## src/rtl/scif_ctrl_pkg.sv

```systemverilog
// Shared types for the SCIF activation sequencer: state encoding and
// per-state contact output vectors.
package scif_ctrl_pkg;

  localparam int unsigned STATE_W = 4;

  typedef enum logic [STATE_W-1:0] {
    ST_IDLE     = 4'd0,
    ST_VCC_UP   = 4'd1,
    ST_CLK_RST  = 4'd2,
    ST_ATR_WAIT = 4'd3,
    ST_ACTIVE   = 4'd4,
    ST_D_RST    = 4'd5,
    ST_D_CLK    = 4'd6,
    ST_D_IO     = 4'd7
  } state_t;

  typedef struct packed {
    logic vcc;
    logic clk_en;
    logic rst;
    logic io_en;
    logic rx_en;
  } contacts_t;

  localparam contacts_t CT_IDLE     = 5'b00000;
  localparam contacts_t CT_VCC_UP   = 5'b10000;
  localparam contacts_t CT_CLK_RST  = 5'b11011;
  localparam contacts_t CT_ATR_WAIT = 5'b11111;
  localparam contacts_t CT_ACTIVE   = 5'b11111;
  localparam contacts_t CT_D_RST    = 5'b11010;
  localparam contacts_t CT_D_CLK    = 5'b10010;
  localparam contacts_t CT_D_IO     = 5'b10000;

  function automatic contacts_t contacts_of(input state_t s);
    contacts_t c;
    case (s)
      ST_VCC_UP:   c = CT_VCC_UP;
      ST_CLK_RST:  c = CT_CLK_RST;
      ST_ATR_WAIT: c = CT_ATR_WAIT;
      ST_ACTIVE:   c = CT_ACTIVE;
      ST_D_RST:    c = CT_D_RST;
      ST_D_CLK:    c = CT_D_CLK;
      ST_D_IO:     c = CT_D_IO;
      default:     c = CT_IDLE;
    endcase
    return c;
  endfunction

endpackage

```

## src/rtl/scif_activation_ctrl_if.sv

```systemverilog
// Control, timing and contact signals between the SCIF register block,
// the activation sequencer and the pad logic.
interface scif_activation_ctrl_if
  import scif_ctrl_pkg::*;
#(
  parameter int unsigned CNT_W = 24
);
  logic               start_i;
  logic               warm_i;
  logic               stop_i;
  logic               card_detect_i;
  logic               rx_valid_i;
  logic               err_clr_i;
  logic [CNT_W-1:0]   t_vcc_i;
  logic [CNT_W-1:0]   t_rst_i;
  logic [CNT_W-1:0]   t_atr_i;
  logic [CNT_W-1:0]   t_gap_i;
  logic               card_vcc_o;
  logic               card_clk_en_o;
  logic               card_rst_o;
  logic               card_io_en_o;
  logic               rx_en_o;
  logic [STATE_W-1:0] state_o;
  logic               active_o;
  logic               err_no_atr_o;
  logic               err_removed_o;

  modport master (
    output start_i, warm_i, stop_i, card_detect_i, rx_valid_i, err_clr_i,
           t_vcc_i, t_rst_i, t_atr_i, t_gap_i,
    input  card_vcc_o, card_clk_en_o, card_rst_o, card_io_en_o, rx_en_o,
           state_o, active_o, err_no_atr_o, err_removed_o
  );

  modport slave (
    input  start_i, warm_i, stop_i, card_detect_i, rx_valid_i, err_clr_i,
           t_vcc_i, t_rst_i, t_atr_i, t_gap_i,
    output card_vcc_o, card_clk_en_o, card_rst_o, card_io_en_o, rx_en_o,
           state_o, active_o, err_no_atr_o, err_removed_o
  );
endinterface

```

## src/rtl/scif_phase_timer.sv

```systemverilog
// Loadable down-counter timing each sequencer phase; zero flag is registered
// alongside the count so the FSM sees it without extra decode depth.
module scif_phase_timer #(
  parameter int unsigned CNT_W = 24
) (
  input  logic             clk_i,
  input  logic             rst_i,
  input  logic             load_i,
  input  logic [CNT_W-1:0] value_i,
  output logic             zero_o
);

  logic [CNT_W-1:0] count_q;
  logic [CNT_W-1:0] count_d;
  logic             zero_q;

  // Load wins; otherwise count down and hold at zero
  always_comb begin
    count_d = count_q;
    if (load_i) begin
      count_d = value_i;
    end else if (count_q != '0) begin
      count_d = count_q - CNT_W'(1);
    end
  end

  always_ff @(posedge clk_i or posedge rst_i) begin
    if (rst_i) begin
      count_q <= '0;
      zero_q  <= 1'b1;
    end else begin
      count_q <= count_d;
      zero_q  <= (count_d == '0);
    end
  end

  assign zero_o = zero_q;

endmodule

```

## src/rtl/scif_activation_ctrl.sv

```systemverilog
// SCIF card activation / warm reset / deactivation sequencer with ATR
// supervision and sticky error reporting.
module scif_activation_ctrl
  import scif_ctrl_pkg::*;
#(
  parameter int unsigned CNT_W = 24
) (
  input  logic                   clk_i,
  input  logic                   rst_i,
  scif_activation_ctrl_if.slave  bus
);

  state_t           state_q;
  state_t           state_d;
  logic             set_no_atr;
  logic             set_removed;
  logic             timer_zero;
  logic             timer_load;
  logic [CNT_W-1:0] t_sel;
  logic [CNT_W-1:0] t_load_val;
  contacts_t        contacts_q;
  logic             active_q;
  logic             err_no_atr_q;
  logic             err_removed_q;

  // Next state: removal > stop > rx_valid/warm > timer expiry
  always_comb begin
    state_d     = state_q;
    set_no_atr  = 1'b0;
    set_removed = 1'b0;
    if ((state_q != ST_IDLE) && !bus.card_detect_i) begin
      set_removed = 1'b1;
    end
    case (state_q)
      ST_IDLE: begin
        if (bus.start_i && bus.card_detect_i) state_d = ST_VCC_UP;
      end
      ST_VCC_UP: begin
        if (!bus.card_detect_i || bus.stop_i) state_d = ST_D_RST;
        else if (timer_zero)                  state_d = ST_CLK_RST;
      end
      ST_CLK_RST: begin
        if (!bus.card_detect_i || bus.stop_i) state_d = ST_D_RST;
        else if (timer_zero)                  state_d = ST_ATR_WAIT;
      end
      ST_ATR_WAIT: begin
        if (!bus.card_detect_i || bus.stop_i) begin
          state_d = ST_D_RST;
        end else if (bus.rx_valid_i) begin
          state_d = ST_ACTIVE;
        end else if (timer_zero) begin
          state_d    = ST_D_RST;
          set_no_atr = 1'b1;
        end
      end
      ST_ACTIVE: begin
        if (!bus.card_detect_i || bus.stop_i) state_d = ST_D_RST;
        else if (bus.warm_i)                  state_d = ST_CLK_RST;
      end
      ST_D_RST: if (timer_zero) state_d = ST_D_CLK;
      ST_D_CLK: if (timer_zero) state_d = ST_D_IO;
      ST_D_IO:  if (timer_zero) state_d = ST_IDLE;
      default:  state_d = ST_IDLE;
    endcase
  end

  // Every state change reloads the timer with max(T,1)-1 for the new phase
  always_comb begin
    t_sel = '0;
    case (state_d)
      ST_VCC_UP:                   t_sel = bus.t_vcc_i;
      ST_CLK_RST:                  t_sel = bus.t_rst_i;
      ST_ATR_WAIT:                 t_sel = bus.t_atr_i;
      ST_D_RST, ST_D_CLK, ST_D_IO: t_sel = bus.t_gap_i;
      default:                     t_sel = '0;
    endcase
    t_load_val = (t_sel == '0) ? '0 : (t_sel - CNT_W'(1));
    timer_load = (state_d != state_q);
  end

  scif_phase_timer #(
    .CNT_W (CNT_W)
  ) u_phase_timer (
    .clk_i   (clk_i),
    .rst_i   (rst_i),
    .load_i  (timer_load),
    .value_i (t_load_val),
    .zero_o  (timer_zero)
  );

  always_ff @(posedge clk_i or posedge rst_i) begin
    if (rst_i) state_q <= ST_IDLE;
    else       state_q <= state_d;
  end

  // Outputs decoded from the next state so they move with the state register
  always_ff @(posedge clk_i or posedge rst_i) begin
    if (rst_i) begin
      contacts_q    <= CT_IDLE;
      active_q      <= 1'b0;
      err_no_atr_q  <= 1'b0;
      err_removed_q <= 1'b0;
    end else begin
      contacts_q    <= contacts_of(state_d);
      active_q      <= (state_d == ST_ACTIVE);
      err_no_atr_q  <= set_no_atr  | (err_no_atr_q  & ~bus.err_clr_i);
      err_removed_q <= set_removed | (err_removed_q & ~bus.err_clr_i);
    end
  end

  assign bus.card_vcc_o    = contacts_q.vcc;
  assign bus.card_clk_en_o = contacts_q.clk_en;
  assign bus.card_rst_o    = contacts_q.rst;
  assign bus.card_io_en_o  = contacts_q.io_en;
  assign bus.rx_en_o       = contacts_q.rx_en;
  assign bus.state_o       = state_q;
  assign bus.active_o      = active_q;
  assign bus.err_no_atr_o  = err_no_atr_q;
  assign bus.err_removed_o = err_removed_q;

endmodule

```

## src/flat_wrapper.sv

```systemverilog
// flat-port wrapper written by rule: the top's interface ports become plain ports
module scif_activation_ctrl_flat import scif_ctrl_pkg::*;
#(
  parameter int unsigned CNT_W = 24
)
  (clk_i, rst_i, bus_start_i, bus_warm_i, bus_stop_i, bus_card_detect_i, bus_rx_valid_i, bus_err_clr_i, bus_t_vcc_i, bus_t_rst_i, bus_t_atr_i, bus_t_gap_i, bus_card_vcc_o, bus_card_clk_en_o, bus_card_rst_o, bus_card_io_en_o, bus_rx_en_o, bus_state_o, bus_active_o, bus_err_no_atr_o, bus_err_removed_o);
  scif_activation_ctrl_if #(.CNT_W(CNT_W)) bus_i ();
  input  logic clk_i;
  input  logic rst_i;
  input wire logic [$bits(bus_i.start_i)-1:0] bus_start_i;
  input wire logic [$bits(bus_i.warm_i)-1:0] bus_warm_i;
  input wire logic [$bits(bus_i.stop_i)-1:0] bus_stop_i;
  input wire logic [$bits(bus_i.card_detect_i)-1:0] bus_card_detect_i;
  input wire logic [$bits(bus_i.rx_valid_i)-1:0] bus_rx_valid_i;
  input wire logic [$bits(bus_i.err_clr_i)-1:0] bus_err_clr_i;
  input wire logic [$bits(bus_i.t_vcc_i)-1:0] bus_t_vcc_i;
  input wire logic [$bits(bus_i.t_rst_i)-1:0] bus_t_rst_i;
  input wire logic [$bits(bus_i.t_atr_i)-1:0] bus_t_atr_i;
  input wire logic [$bits(bus_i.t_gap_i)-1:0] bus_t_gap_i;
  output wire logic [$bits(bus_i.card_vcc_o)-1:0] bus_card_vcc_o;
  output wire logic [$bits(bus_i.card_clk_en_o)-1:0] bus_card_clk_en_o;
  output wire logic [$bits(bus_i.card_rst_o)-1:0] bus_card_rst_o;
  output wire logic [$bits(bus_i.card_io_en_o)-1:0] bus_card_io_en_o;
  output wire logic [$bits(bus_i.rx_en_o)-1:0] bus_rx_en_o;
  output wire logic [$bits(bus_i.state_o)-1:0] bus_state_o;
  output wire logic [$bits(bus_i.active_o)-1:0] bus_active_o;
  output wire logic [$bits(bus_i.err_no_atr_o)-1:0] bus_err_no_atr_o;
  output wire logic [$bits(bus_i.err_removed_o)-1:0] bus_err_removed_o;
  assign bus_i.start_i = bus_start_i;
  assign bus_i.warm_i = bus_warm_i;
  assign bus_i.stop_i = bus_stop_i;
  assign bus_i.card_detect_i = bus_card_detect_i;
  assign bus_i.rx_valid_i = bus_rx_valid_i;
  assign bus_i.err_clr_i = bus_err_clr_i;
  assign bus_i.t_vcc_i = bus_t_vcc_i;
  assign bus_i.t_rst_i = bus_t_rst_i;
  assign bus_i.t_atr_i = bus_t_atr_i;
  assign bus_i.t_gap_i = bus_t_gap_i;
  assign bus_card_vcc_o = bus_i.card_vcc_o;
  assign bus_card_clk_en_o = bus_i.card_clk_en_o;
  assign bus_card_rst_o = bus_i.card_rst_o;
  assign bus_card_io_en_o = bus_i.card_io_en_o;
  assign bus_rx_en_o = bus_i.rx_en_o;
  assign bus_state_o = bus_i.state_o;
  assign bus_active_o = bus_i.active_o;
  assign bus_err_no_atr_o = bus_i.err_no_atr_o;
  assign bus_err_removed_o = bus_i.err_removed_o;
  scif_activation_ctrl #(.CNT_W(CNT_W)) u_core (.clk_i(clk_i), .rst_i(rst_i), .bus(bus_i));
endmodule
```

## config.mk

```make
export PLATFORM = sky130hd
export DESIGN_NAME = scif_activation_ctrl_flat
export DESIGN_NICKNAME = d
export VERILOG_FILES = /design/src/rtl/scif_ctrl_pkg.sv /design/src/rtl/scif_activation_ctrl_if.sv /design/src/rtl/scif_phase_timer.sv /design/src/rtl/scif_activation_ctrl.sv /design/src/flat_wrapper.sv
export SDC_FILE = /design/constraint.sdc
export NUM_CORES = 1
export LEC_CHECK = 0
export BUFFER_PORTS_ARGS = -buffer_cell sky130_fd_sc_hd__buf_2
export CAP_MARGIN = 40
export CORE_ASPECT_RATIO = 0.5
export CORE_MARGIN = 2
export CORE_UTILIZATION = 56
export DETAILED_ROUTE_END_ITERATION = 10
export MAX_ROUTING_LAYER = met4
export PLACE_DENSITY = 0.88
export SETUP_SLACK_MARGIN = 0.15
export SKIP_LAST_GASP = 1
export SYNTH_ARGS = -nofsm -noshare
export SYNTH_HDL_FRONTEND = slang
export SYNTH_SLANG_ARGS = --single-unit
export TNS_END_PERCENT = 30
```

## constraint.sdc

```tcl
create_clock -name clk_i -period 6 [get_ports clk_i]
set_input_delay 0.6 -clock clk_i [delete_from_list [all_inputs] [get_ports clk_i]]
set_output_delay 0.6 -clock clk_i [all_outputs]
set_load 0.02 [all_outputs]
```

# ---- Word level (Yosys, flattened, before mapping)
# Index checks and enable logic that the tools add are counted.
dict set report word_totals {
  regBits 37
  out_inout_bits 12
  elab_cells 69
}
dict set report op_classes {
  n_addsub 2
  n_eq_ne 15
  mux 24
  bitwise 5
  reduce_logical 12
}
# cell n
set op_table {}
lappend op_table {{24-bit case mux with 4 select lines} 1}
lappend op_table {{24-bit 2-to-1 mux} 3}
lappend op_table {{4-bit 2-to-1 mux} 13}
lappend op_table {{24-bit zero test} 2}
lappend op_table {{24-bit by 1-bit subtractor with 24-bit output, second input constant} 2}
lappend op_table {{4-bit by 3-bit equality test with 1-bit output, second input constant} 8}
lappend op_table {{4-bit case mux with 8 select lines} 1}
lappend op_table {{5-bit case mux with 5 select lines} 1}
lappend op_table {{24-bit nonzero test} 1}
lappend op_table {{4-bit by 2-bit equality test with 1-bit output, second input constant} 4}
lappend op_table {{4-bit by 1-bit equality test with 1-bit output, second input constant} 2}
lappend op_table {{1-bit 2-to-1 mux} 5}
lappend op_table {{4-bit zero test} 1}
lappend op_table {{4-bit inequality test} 1}
lappend op_table {{4-bit nonzero test} 1}
lappend op_table {{2-bit OR reduction} 2}
lappend op_table {{3-bit OR reduction} 1}
lappend op_table {{1-bit AND} 2}
lappend op_table {{1-bit logical AND} 2}
lappend op_table {{1-bit OR} 2}
lappend op_table {{1-bit zero test} 1}
lappend op_table {{1-bit logical OR} 1}
lappend op_table {{1-bit NOT} 1}

# ---- Longest topological paths before layout
# Gate-level depths: netlist (run 1).
dict set report depth {
  word_depth 11
  mapped_depth 19
  mapped_depth_nobuf 14
}

# ---- Modules after synthesis
# From an unflattened synthesis (run 1), not the netlist that was laid out.
dict set report hier_totals {
  hier_cells 481
  area_unflattened_um2 3941.3
}
# mod n_inst cells_each area_per_inst_um2
set modules_own_cells {}
lappend modules_own_cells {scif_activation_ctrl 1 284 2189.6}
lappend modules_own_cells {scif_phase_timer 1 197 1751.7}

# ---- Worst setup path before layout (run 1)
# OpenSTA, ideal clock, no wires.
dict set report synth_timing {
  path_type {input to register}
  from {input port bus_card_detect_i}
  to {register u_core.u_phase_timer.zero_q (netlist: u_core.u_phase_timer.zero_o)}
  setup_ps 90
  t_arrival_ps 3988
  t_required_ps 5910
  slack_ps 1922
  cell_stages 17
  path_buffers 3
  cell_sequence {nor2b_1 buf_2 and4b_1 nor3_4 buf_2 inv_2 a211oi_1 clkbuf_1 a22o_1 a21oi_1 ha_1 nand3_1 nor2_1 or3_1 a31oi_1 o2111ai_1 nor4_2}
}
dict set report synth_between {
  elab_chain_len 11
  word_cells_on_any_way 23
  classes_between {add/sub (1); eq/ne (7); mux (9); reduce/logical (6)}
}
# item line_no
set synth_lines {}
lappend synth_lines {{from (decl)} flat_wrapper.sv:13} ;# input wire logic [$bits(bus_i.card_detect_i)-1:0] bus_card_detect_i;
lappend synth_lines {{1-bit zero test} -}
lappend synth_lines {{1-bit logical OR} -}
lappend synth_lines {{4-bit 2-to-1 mux (on tied branches)} -}
lappend synth_lines {{4-bit case mux with 8 select lines (*)} scif_activation_ctrl.sv:34} ;# case (state_q)
lappend synth_lines {{named net u_core.state_d[1]} scif_activation_ctrl.sv:14} ;# state_t state_d;
lappend synth_lines {{4-bit by 3-bit equality test with 1-bit output} scif_activation_ctrl.sv:70} ;# case (state_d)
lappend synth_lines {{3-bit OR reduction} scif_activation_ctrl.sv:70}
lappend synth_lines {{24-bit case mux with 4 select lines} scif_activation_ctrl.sv:70}
lappend synth_lines {{24-bit by 1-bit subtractor with 24-bit output / 24-bit zero test (equally long branches)} scif_activation_ctrl.sv:77} ;# t_load_val = (t_sel == '0) ? '0 : (t_sel - CNT_W'(1));
lappend synth_lines {{24-bit 2-to-1 mux} scif_activation_ctrl.sv:77}
lappend synth_lines {{24-bit 2-to-1 mux (*)} scif_phase_timer.sv:20} ;# if (load_i) begin
lappend synth_lines {{24-bit zero test (*)} scif_phase_timer.sv:33} ;# zero_q <= (count_d == '0);
lappend synth_lines {{to (signal assigned)} scif_phase_timer.sv:33}
lappend synth_lines {{to (decl)} scif_phase_timer.sv:15} ;# logic zero_q;
# The timed path passes the listed nets; every way through them passes the cells marked *.

# ---- Worst setup path in the final report (run 1)
dict set report layout_timing {
  from {register u_core.state_q[1] (netlist: u_core.bus.state_o[1])}
  to {register u_core.u_phase_timer.zero_q (netlist: u_core.u_phase_timer.zero_o)}
}
dict set report layout_between {
  elab_chain_len 11
  word_cells_on_any_way 36
  classes_between {add/sub (1); eq/ne (14); mux (17); reduce/logical (4)}
}
# item line_no
set layout_lines {}
lappend layout_lines {{from (decl)} scif_activation_ctrl.sv:13} ;# state_t state_q;
lappend layout_lines {{from (signal assigned)} scif_activation_ctrl.sv:93} ;# else state_q <= state_d;
lappend layout_lines {{4-bit 2-to-1 mux} scif_activation_ctrl.sv:51} ;# end else if (timer_zero) begin
lappend layout_lines {{4-bit 2-to-1 mux} scif_activation_ctrl.sv:49} ;# end else if (bus.rx_valid_i) begin
lappend layout_lines {{4-bit 2-to-1 mux} scif_activation_ctrl.sv:47} ;# if (!bus.card_detect_i || bus.stop_i) begin
lappend layout_lines {{4-bit case mux with 8 select lines} scif_activation_ctrl.sv:34}
lappend layout_lines {{4-bit by 3-bit equality test with 1-bit output} scif_activation_ctrl.sv:70}
lappend layout_lines {{3-bit OR reduction} scif_activation_ctrl.sv:70}
lappend layout_lines {{24-bit case mux with 4 select lines} scif_activation_ctrl.sv:70}
lappend layout_lines {{24-bit by 1-bit subtractor with 24-bit output / 24-bit zero test (equally long branches)} scif_activation_ctrl.sv:77}
lappend layout_lines {{24-bit 2-to-1 mux} scif_activation_ctrl.sv:77}
lappend layout_lines {{24-bit 2-to-1 mux (*)} scif_phase_timer.sv:20}
lappend layout_lines {{24-bit zero test (*)} scif_phase_timer.sv:33}
# Every way passes the cells marked *; elsewhere a longest branch is shown, timed or not.

==> parameters.txt, run 1 <==
Parameter                              Value

Logic synthesis
  Top-area cell type share of the netlist area ... 0.247
  Post-synth top area cell ... sky130_fd_sc_hd__dfrtp_1
  Share of synthesized area occupied by flip-flops and latches ... 0.255
  Number of instances in the synthesized netlist ... 420
  Leading post-synthesis cells by cell area ... sky130_fd_sc_hd__dfrtp_1 25%, sky130_fd_sc_hd__xnor2_1 6.3%, sky130_fd_sc_hd__mux2_2 4.9%
  Synth top cells by count ... 36 x sky130_fd_sc_hd__dfrtp_1, 30 x sky130_fd_sc_hd__nor2_1, 26 x sky130_fd_sc_hd__xnor2_1
  Count of distinct cell types in the synthesized netlist ... a little under 80
  Number of synthesized flops with an enable pin ... 0
  Synthesized flop and latch total ... 37
  Post-synth top flop ... sky130_fd_sc_hd__dfrtp_1
  Fraction of registers with async set/reset ... 1.00
  Yosys warning count ... 0
  Syn Nets ... between 500 and 600
  Post-synthesis instance area ... 0.00364 mm²
  Mapped Avg Cell Area ... approximately 8.7 µm²
  Most repeated cell in the gate-level netlist after synthesis ... sky130_fd_sc_hd__dfrtp_1

GRT
  Vias in the first global route ... between 3000 and 4000
  GRT Residual Overflow ... 0
  Most used routing layer in global routing ... met2
  Global routing usage on met3 ... 0.0815
  Routing usage on met2 ... 0.490
  Pin count of the biggest net entering global routing ... 38
  Antenna violations before repair ... 0
  Met1 track demand over resource ... 0.443
  Wire length of the first global-routing pass ... 17.6 mm
  Total global-route track usage ... 0.326

Finish
  # nets final ... ~630
  Fill cell count ... 464
  Fraction of layout instances using a drive strength above 1 ... 0.339
  Number of cells in the finished layout apart from fillers ... between 600 and 700
  Layout overhead on the synthesized area ... 20.7%

Clock network
  Post-CTS sizing ... 0
  Buffer depth of the longest clock path ... 2
  Number of levels in the clock H-tree ... 2
  Clock tree from TritonCTS ... yes
  Number of clock sinks ... 37
  Number of setup buffers added after CTS ... 0
  Clock root cell ... sky130_fd_sc_hd__clkbuf_16
  Hold buffer count at cts ... 0
  Number of buffers created by CTS ... 5
  Clock latency of the later-clocked register in the worst-skew pair ... 0.28 ns
  Clk slew on worst S/H paths ... roughly 0.060 ns

Setup path
  Worst Reg-to-Reg Cells ... 12
  Worst Setup Start Kind ... flip-flop
  Largest fanout on the critical path ... 19
  Critical path arrival ... 5.51 ns
  Worst-case register-to-register setup slack ... around 0.67 ns
  First element of the critical path ... u_core.bus.state_o[1]
  Worst setup path category ... reg -> reg
  R2r startpoint ... u_core.bus.state_o[1]
  CP endpoint kind ... flip-flop
  Reg-to-Reg End ... u_core.u_phase_timer.zero_o
  Data required time of the worst path ... roughly 6.2 ns

Routing
  Post-detailed-routing wire length ... around 12 mm
  Violation count after the first detailed-route iteration ... 526
  Wire length per cell ... 18.8 µm
  Antenna violation net count after detailed routing ... 0
  DRC violation count after routing ... 0
  Number of optimization iterations in the first detailed-route pass ... 8
  Total number of vias ... approximately 4000
  Detailed-route vias per instance ... ~6.5

Timing
  RSZ-0062 raised after global routing ... no
  Least-Margin Pin Slew ... just over 1 ns
  Sum of negative setup slack ... 0 ns
  Slew margin rel. ... 0.318
  Final setup fails ... 0
  Time the worst path needs with I/O delays and setup ... approximately 5.3 ns
  Final worst-path cycle share ... 0.889
  Max Clk Rate ... between 0.15 and 0.2 GHz
  Number of pins exceeding their max-slew limit in the final report ... 0
  Final hold violations ... 0
  Post-Route Skew ... approximately 0.0036 ns
  Final worst hold slack ... approximately 0.43 ns

Status
  Status ... finished, final reports clean

Floorplan
  Core footprint ... about 0.0062 mm²
  Number of ports placed on the die boundary ... around 120
  Starting density of the core ... 0.589
  Vertical extent of the die ... between 60 and 70 µm
  Horizontal extent of the die ... about 120 µm
  Row cnt ... 20
  Die footprint ... around 0.007 mm²

Power
  Static leakage power ... ~1.9 nW
  Worst-case vdd ir drop ... about 0.36 mV
  Pwr Density ... between 500 and 600 mW/mm²

Placement
  IO buf count ... ~120
  Hpwl dp ... 8.66 mm
  Weighted congestion reported at the end of routability-driven placement ... 0.992
  Number of placed instances, taps included ... roughly 610

Hold path
  Hold crit path type ... in -> async

Run
  Number of max-cap violations ... 0
==> metal layers <==
metal  routed length (µm)  vias up
li1                     -     1812
met1                 4810     1859
met2                 4990      292
met3                 1460       44
met4                  297        0
met5                    0        -
==> cell type report <==
type	instances	area, µm²	share of cell area
tap	88	110	0.0250
inverter	16	60.1	0.0137
sequential	37	927	0.211
clock buffer	5	125	0.0285
multi-input combinational	343	2500	0.569
clock inverter	3	46.3	0.0105
antenna	1	2.50	0.000569
timing repair buffer	121	624	0.142
==> worst max-delay path by stage <==
stage                                  endpoint  cells past startpoint  slack (ns)
finish              u_core.u_phase_timer.zero_o                     12        0.67
global placement    u_core.u_phase_timer.zero_o                     13        0.93
detailed placement  u_core.u_phase_timer.zero_o                     15        0.78
floorplan           u_core.u_phase_timer.zero_o                     17        1.92
global route        u_core.u_phase_timer.zero_o                     12        0.42
CTS                 u_core.u_phase_timer.zero_o                     12        0.84
==> flip-flops by register name, indices dropped and copies added, names as in the netlist <==
register	cells
u_core.u_phase_timer.zero_o	1
u_core.bus.state_o	4
u_core.bus.card_rst_o	1
u_core.bus.card_vcc_o	1
u_core.u_phase_timer.count_q	24
u_core.bus.active_o	1
u_core.bus.err_no_atr_o	1
u_core.bus.card_clk_en_o	1
u_core.bus.err_removed_o	1
u_core.bus.card_io_en_o	1
u_core.bus.rx_en_o	1
==> critical path: stages, from the launching register on <==
cell	delay, ns
sky130_fd_sc_hd__dfrtp_1	0.72
sky130_fd_sc_hd__o211ai_1	0.17
sky130_fd_sc_hd__and4b_1	0.29
sky130_fd_sc_hd__nor3_4	0.56
sky130_fd_sc_hd__mux2_2	0.42
sky130_fd_sc_hd__a222oi_1	0.85
sky130_fd_sc_hd__nand4b_1	0.33
sky130_fd_sc_hd__nand3b_4	0.31
sky130_fd_sc_hd__nor4_4	0.35
sky130_fd_sc_hd__a21bo_1	0.52
sky130_fd_sc_hd__o32a_1	0.29
sky130_fd_sc_hd__o2111ai_1	0.14
sky130_fd_sc_hd__nor4_2	0.28
==> logic make-up after synthesis <==
kind of cell	after synthesis	share of synthesized area
AOI/OAI and AO/OA	127	0.259
xor gates and xnor gates	42	0.101
adders and majority gates	4	0.0137
buffers and inverters	40	0.0594
DFF	37	0.255
muxes	19	0.0591
other	1	0.00103
and+or+nand+nor	150	0.252
==> cell usage in the layout (no fill, tap or decap), drive strengths merged, types with 5 or more instances in the layout <==
master and instances:
nor4 14, nand3b 5, nand3 16, or3 5, o21ai 21, dfrtp 36
a22oi 6, o211ai 6, o31ai 5, mux2 17, a222oi 9, nor3 15
clkbuf 5, nand2b 10, a21oi 22, or2 5, o22ai 12, nor2 31
nand4 8, xor2 16, inv 16, a22o 9, xnor2 26, buf 121
nand2 21
==> per-stage QoR <==
step                utilization  worst slack, ns  instance area [µm²]  power, mW
finish                    0.711            0.669                 4400       2.49
global route              0.711            0.417                 4390       2.62
CTS                       0.711            0.841                 4390       2.41
detailed placement        0.683            0.783                 4220       2.08
global placement          0.681            0.928                 4210       2.03
floorplan                     -             1.92                 3640       1.70
==> where the power goes <==
group	switching [mW]	total [mW]	internal [mW]
clock network	0.107	0.303	0.197
registers	0.120	0.476	0.356
logic	1.06	1.71	0.650
Power figures use the tool's default switching activity.
==> run 2, diff against run 1 <==
==> constraint.sdc (replaced) <==
create_clock -name clk_i -period 6 [get_ports clk_i]
set_input_delay 1.2 -clock clk_i [delete_from_list [all_inputs] [get_ports clk_i]]
set_output_delay 1.2 -clock clk_i [all_outputs]
set_load 0.02 [all_outputs]
==> parameters.txt, run 2 (same netlist as run 1, synthesis figures left out) <==
Parameter                              Value

Placement
  Post-Place Cell Area ... 0.00424 mm²
  IO buf count ... roughly 120
  Hpwl dp ... roughly 8.6 mm
  Weighted congestion reported at the end of routability-driven placement ... between 0.9 and 1

Finish
  Largest register FFs ... 24
  Fraction of layout instances using a drive strength above 1 ... 0.343
  Commonest cells after routing, fill and taps aside ... 115 x sky130_fd_sc_hd__buf_2, 36 x sky130_fd_sc_hd__dfrtp_1, 29 x sky130_fd_sc_hd__nor2_1, 26 x sky130_fd_sc_hd__xnor2_1
  Layout overhead on the synthesized area ... 21.1%
  Most frequent standard cell in the layout excluding fill and tap cells ... sky130_fd_sc_hd__buf_2
  Most flop-heavy register ... u_core.u_phase_timer.count_q
  Count of inserted antenna diode cells ... 0
  # nets final ... roughly 640
  Post-route cell area ... 0.00441 mm²

Floorplan
  Number of ports placed on the die boundary ... between 100 and 150
  Starting density of the core ... 0.589
  Core footprint ... 0.00618 mm²
  Horizontal extent of the die ... between 100 and 150 µm
  Die footprint ... around 0.007 mm²
  Vertical extent of the die ... a little over 60 µm
  Row cnt ... 20

GRT
  Routing usage on met2 ... 0.498
  Met1 track demand over resource ... 0.443
  GRT Residual Overflow ... 0
  Pin count of the biggest net entering global routing ... 38
  Vias in the first global route ... 3415
  Antenna violations before repair ... 0
  Most used routing layer in global routing ... met2
  Wire length of the first global-routing pass ... roughly 17 mm
  Global routing usage on met3 ... 0.0750
  Total global-route track usage ... 0.324

Clock network
  Number of buffers created by CTS ... 5
  Hold buffer count at cts ... 0
  Post-CTS sizing ... 0
  Clock root cell ... sky130_fd_sc_hd__clkbuf_16
  Number of setup buffers added after CTS ... 0
  Number of levels in the clock H-tree ... 2
  Number of clock sinks ... 37
  Clk slew on worst S/H paths ... approximately 0.060 ns
  Clock tree from TritonCTS ... yes
  Buffer depth of the longest clock path ... 2
  Clock latency of the later-clocked register in the worst-skew pair ... approximately 0.28 ns

Power
  Worst-case vdd ir drop ... between 0.3 and 0.4 mV
  Fraction of power consumed by combinational cells ... 0.685
  Share of power burned in the clock network ... 0.124
  Net load switching power ... roughly 1.3 mW
  Pwr Density ... around 560 mW/mm²
  Int Power ... roughly 1.2 mW
  Switching portion of total power ... 0.509
  Flop pwr share ... 0.191
  Static leakage power ... around 2 nW

Timing
  Final worst-path cycle share ... 0.915
  Max Clk Rate ... ~0.18 GHz
  Number of pins exceeding their max-slew limit in the final report ... 0
  Final setup fails ... 0
  Slew margin rel. ... 0.392
  RSZ-0062 raised after global routing ... no
  Least-Margin Pin Slew ... approximately 0.9 ns
  Post-Route Skew ... just under 0.008 ns
  Sum of negative setup slack ... 0 ns
  Time the worst path needs with I/O delays and setup ... approximately 5.5 ns
  Final hold violations ... 0

Hold path
  Hold crit path type ... reg -> reg

Setup path
  Critical path arrival ... approximately 5.7 ns
  Standard cell with the maximum stage delay on the critical path ... sky130_fd_sc_hd__a222oi_1
  Delay of the slowest cell on the worst path ... 0.86 ns
  Ordered cell list for the critical path ... buf_2, nor2b_1, o21ai_2, a211oi_4, a31oi_2, a222oi_1, nand4b_1, nand3b_4, nor4_4, a21bo_1, o32a_1, o2111ai_1, nor4_2
  Largest fanout on the critical path ... 19
  Data required time of the worst path ... ~6.2 ns
  Worst setup path category ... in -> reg
  Worst Setup Start Kind ... primary input
  CP endpoint kind ... flip-flop

Routing
  DRC violation count after routing ... 0
  Total number of vias ... about 4000
  Violation count after the first detailed-route iteration ... between 500 and 600
  Antenna violation net count after detailed routing ... 0
  Detailed-route vias per instance ... 6.43
  Post-detailed-routing wire length ... roughly 11 mm
  Number of optimization iterations in the first detailed-route pass ... 7
  Wire length per cell ... approximately 19 µm

Run
  Number of max-cap violations ... 0

Status
  Status ... finished, final reports clean
run 2: path summary, 6_finish.rpt:
check	to	slack [ns]	start	cells past startpoint
worst max-delay path	u_core.u_phase_timer.zero_o	0.51	bus_card_detect_i	13
worst min-delay path	u_core.bus.err_no_atr_o	0.54	u_core.bus.err_no_atr_o	2
worst max register to register	u_core.u_phase_timer.zero_o	0.84	u_core.bus.state_o[0]	12
worst min register to register	u_core.bus.err_no_atr_o	0.54	u_core.bus.err_no_atr_o	2
max in group asynchronous	u_core.u_phase_timer.zero_o	4.61	rst_i	3
min in group asynchronous	u_core.u_phase_timer.count_q[5]	1.03	rst_i	3
run 2: layout make-up:
cell class | instances | area (µm²)
Timing Repair Buffer | 124 | 643
Clock inverter | 3 | 43.8
Tap cell | 88 | 110
Multi-Input combinational cell | 343 | 2500
Fill cell | 479 | 1770
Inverter | 16 | 60.1
Clock buffer | 5 | 125
Sequential cell | 37 | 927
run 2: critical path, delay by kind of cell:
family / cells / cell delay (ns)
compound gates: 7 / 2.56
buf+inv: 1 / 0.10
simple gates: 5 / 1.82
run 2: through the flow:
step | hold slack [ns] | setup WS [ns] | util | power [mW] | instances
floorplan | 0.558 | 1.32 | - | 1.70 | 420
global placement | 0.527 | 0.599 | 0.686 | 2.06 | 608
detailed placement | 0.533 | 0.345 | 0.686 | 2.09 | 608
CTS | 0.541 | 0.589 | 0.714 | 2.42 | 616
global route | 0.585 | 0.197 | 0.714 | 2.62 | 616
finish | 0.538 | 0.512 | 0.714 | 2.48 | 616
run 2: power by group through the flow:
stage / Combinational, mW / Clock (mW) / Sequential (mW)
floorplan: 1.25 / 0 / 0.458
global placement: 1.59 / 0 / 0.468
detailed placement: 1.62 / 0 / 0.472
CTS: 1.64 / 0.306 / 0.470
global route: 1.81 / 0.321 / 0.486
finish: 1.70 / 0.307 / 0.473
run 2: layer usage:
| layer | wire length, µm | vias up |
|---|---|---|
| met5 | 0 | - |
| met1 | 4730 | 1838 |
| met2 | 5060 | 283 |
| met4 | 158 | 0 |
| li1 | - | 1817 |
| met3 | 1490 | 22 |
==> run 3, diff against run 2 <==
--- a/config.mk
+++ b/config.mk
@@ -9,10 +9,10 @@
 export CAP_MARGIN = 40
 export CORE_ASPECT_RATIO = 0.5
 export CORE_MARGIN = 2
-export CORE_UTILIZATION = 56
+export CORE_UTILIZATION = 25
 export DETAILED_ROUTE_END_ITERATION = 10
 export MAX_ROUTING_LAYER = met4
-export PLACE_DENSITY = 0.88
+export PLACE_DENSITY = 0.46
 export SETUP_SLACK_MARGIN = 0.15
 export SKIP_LAST_GASP = 1
 export SYNTH_ARGS = -nofsm -noshare
==> parameters.txt, run 3 (same netlist as run 1, synthesis figures left out) <==
Parameter                              Value

Floorplan
  Die footprint ... about 0.016 mm²
  Horizontal extent of the die ... roughly 170 µm
  Core footprint ... around 0.014 mm²
  Row cnt ... 31
  Starting density of the core ... 0.254
  Number of ports placed on the die boundary ... approximately 120
  Vertical extent of the die ... between 80 and 90 µm

GRT
  Antenna violations before repair ... 0
  Wire length of the first global-routing pass ... around 19 mm
  Vias in the first global route ... around 3600
  Total global-route track usage ... 0.163
  GRT Residual Overflow ... 0
  Pin count of the biggest net entering global routing ... 38

Timing
  Time the worst path needs with I/O delays and setup ... 5.03 ns
  Least-Margin Pin Slew ... between 0.9 and 1 ns
  Post-Route Skew ... around 0.0052 ns
  Final setup fails ... 0
  Max Clk Rate ... slightly below 0.2 GHz
  Slew margin rel. ... 0.385
  Final worst hold slack ... 0.532 ns
  Sum of negative setup slack ... 0 ns
  RSZ-0062 raised after global routing ... no
  Final hold violations ... 0
  Number of pins exceeding their max-slew limit in the final report ... 0
  Final worst-path cycle share ... 0.838

Setup path
  CP endpoint kind ... flip-flop
  Largest fanout on the critical path ... 14
  Data required time of the worst path ... 6.20 ns
  R2r startpoint ... u_core.bus.state_o[0]
  Delay of the slowest cell on the worst path ... slightly above 0.6 ns
  Worst Setup Start Kind ... primary input
  Most used cell, CP ... sky130_fd_sc_hd__buf_4
  First element of the critical path ... bus_card_detect_i
  Ordered cell list for the critical path ... buf_2, nor2b_1, buf_4, and4b_1, nor3_4, a31oi_2, buf_4, a222oi_1, nand3_2, nor4_4, a21bo_1, buf_4, a41o_1, o221ai_1, nor4_2
  Worst setup path category ... in -> reg
  Critical path arrival ... approximately 5.2 ns
  Standard cell with the maximum stage delay on the critical path ... sky130_fd_sc_hd__a222oi_1

Clock network
  Number of levels in the clock H-tree ... 2
  Number of clock sinks ... 37
  Number of setup buffers added after CTS ... 0
  Buffer depth of the longest clock path ... 2
  Clock latency of the later-clocked register in the worst-skew pair ... 0.29 ns
  Clk slew on worst S/H paths ... roughly 0.06 ns
  Post-CTS sizing ... 0
  Clock tree from TritonCTS ... yes
  Hold buffer count at cts ... 0
  Clock root cell ... sky130_fd_sc_hd__clkbuf_16
  Number of buffers created by CTS ... 5

Finish
  Most frequent standard cell in the layout excluding fill and tap cells ... sky130_fd_sc_hd__buf_2
  Final core utilization ... 0.320
  # nets final ... 640
  Commonest cells after routing, fill and taps aside ... 115 x sky130_fd_sc_hd__buf_2, 36 x sky130_fd_sc_hd__dfrtp_1, 29 x sky130_fd_sc_hd__nor2_1, 26 x sky130_fd_sc_hd__xnor2_1
  Fraction of layout instances using a drive strength above 1 ... 0.347
  Count of inserted antenna diode cells ... 0
  Largest register FFs ... 24
  Most flop-heavy register ... u_core.u_phase_timer.count_q
  Layout overhead on the synthesized area ... 26.2%

Power
  Total power of the final layout ... about 2.5 mW
  Pwr Density ... around 540 mW/mm²
  Worst-case vdd ir drop ... between 0.15 and 0.2 mV
  Static leakage power ... 1.99 nW

Placement
  IO buf count ... about 120
  Weighted congestion reported at the end of routability-driven placement ... 0.858
  Hpwl dp ... ~10 mm

Routing
  Detailed-route vias per instance ... 5.05
  Total number of vias ... ~3700
  Violation count after the first detailed-route iteration ... 345
  Post-detailed-routing wire length ... approximately 12 mm
  Antenna violation net count after detailed routing ... 0
  Wire length per cell ... about 17 µm
  Number of optimization iterations in the first detailed-route pass ... 5
  DRC violation count after routing ... 0

Hold path
  Hold crit path type ... reg -> reg
  Source of the worst hold timing path ... u_core.bus.err_removed_o

Status
  Status ... finished, final reports clean

Run
  Number of max-cap violations ... 0
run 3: changes by cell type in the layout (fill, tap and decap cells not counted):
cell                       before  now
sky130_fd_sc_hd__inv_6          1    0
sky130_fd_sc_hd__buf_12         0    1
sky130_fd_sc_hd__clkbuf_1       0    1
sky130_fd_sc_hd__clkinv_4       0    1
sky130_fd_sc_hd__buf_4          9   13
sky130_fd_sc_hd__clkinv_2       1    0
run 3: power breakdown:
group / switching [mW] / internal [mW]
combinational: 1.03 / 0.677
sequential: 0.119 / 0.356
clock: 0.110 / 0.197
total: 1.26 / 1.23
run 3: critical path: cells and delay by family:
kind                   cells  cell delay (ns)
buffers and inverters      4             0.76
AO/OA/AOI/OAI              5             1.43
AND/OR/NAND/NOR            6             1.81
run 3: metal layers:
| metal | GRT usage | share of wire | vias to the layer above |
|---|---|---|---|
| met4 | 0.0273 | 0.0056 | 0 |
| met1 | 0.227 | 0.51 | 1793 |
| met5 | - | 0 | - |
| met3 | 0.0225 | 0.035 | 6 |
| li1 | - | - | 1818 |
| met2 | 0.256 | 0.45 | 74 |
run 3: path summary, 6_finish.rpt:
| check | slack [ns] | to | cells past startpoint |
|---|---|---|---|
| max | 0.97 | u_core.u_phase_timer.zero_o | 15 |
| min | 0.53 | u_core.bus.err_removed_o | 2 |
| max reg2reg | 1.29 | u_core.u_phase_timer.zero_o | 13 |
| min reg2reg | 0.53 | u_core.bus.err_removed_o | 2 |
| max in group asynchronous | 4.60 | u_core.u_phase_timer.zero_o | 3 |
| min in group asynchronous | 1.02 | u_core.bus.rx_en_o | 3 |
run 3: area by class of cell:
class,count,area [µm²]
clock buffer,6,129
tap,198,248
fill,1577,9750
inverter,16,60.1
multi-input combinational,343,2500
sequential,37,927
timing repair buffer,129,693
clock inverter,2,38.8
run 3: stage by stage:
step	setup slack [ns]	std cells	area [µm²]
after floorplan	1.32	420	3640
after global placement	0.816	723	4430
after detailed placement	0.710	723	4430
after CTS	0.996	731	4600
after global routing	0.624	731	4600
final	0.974	731	4600
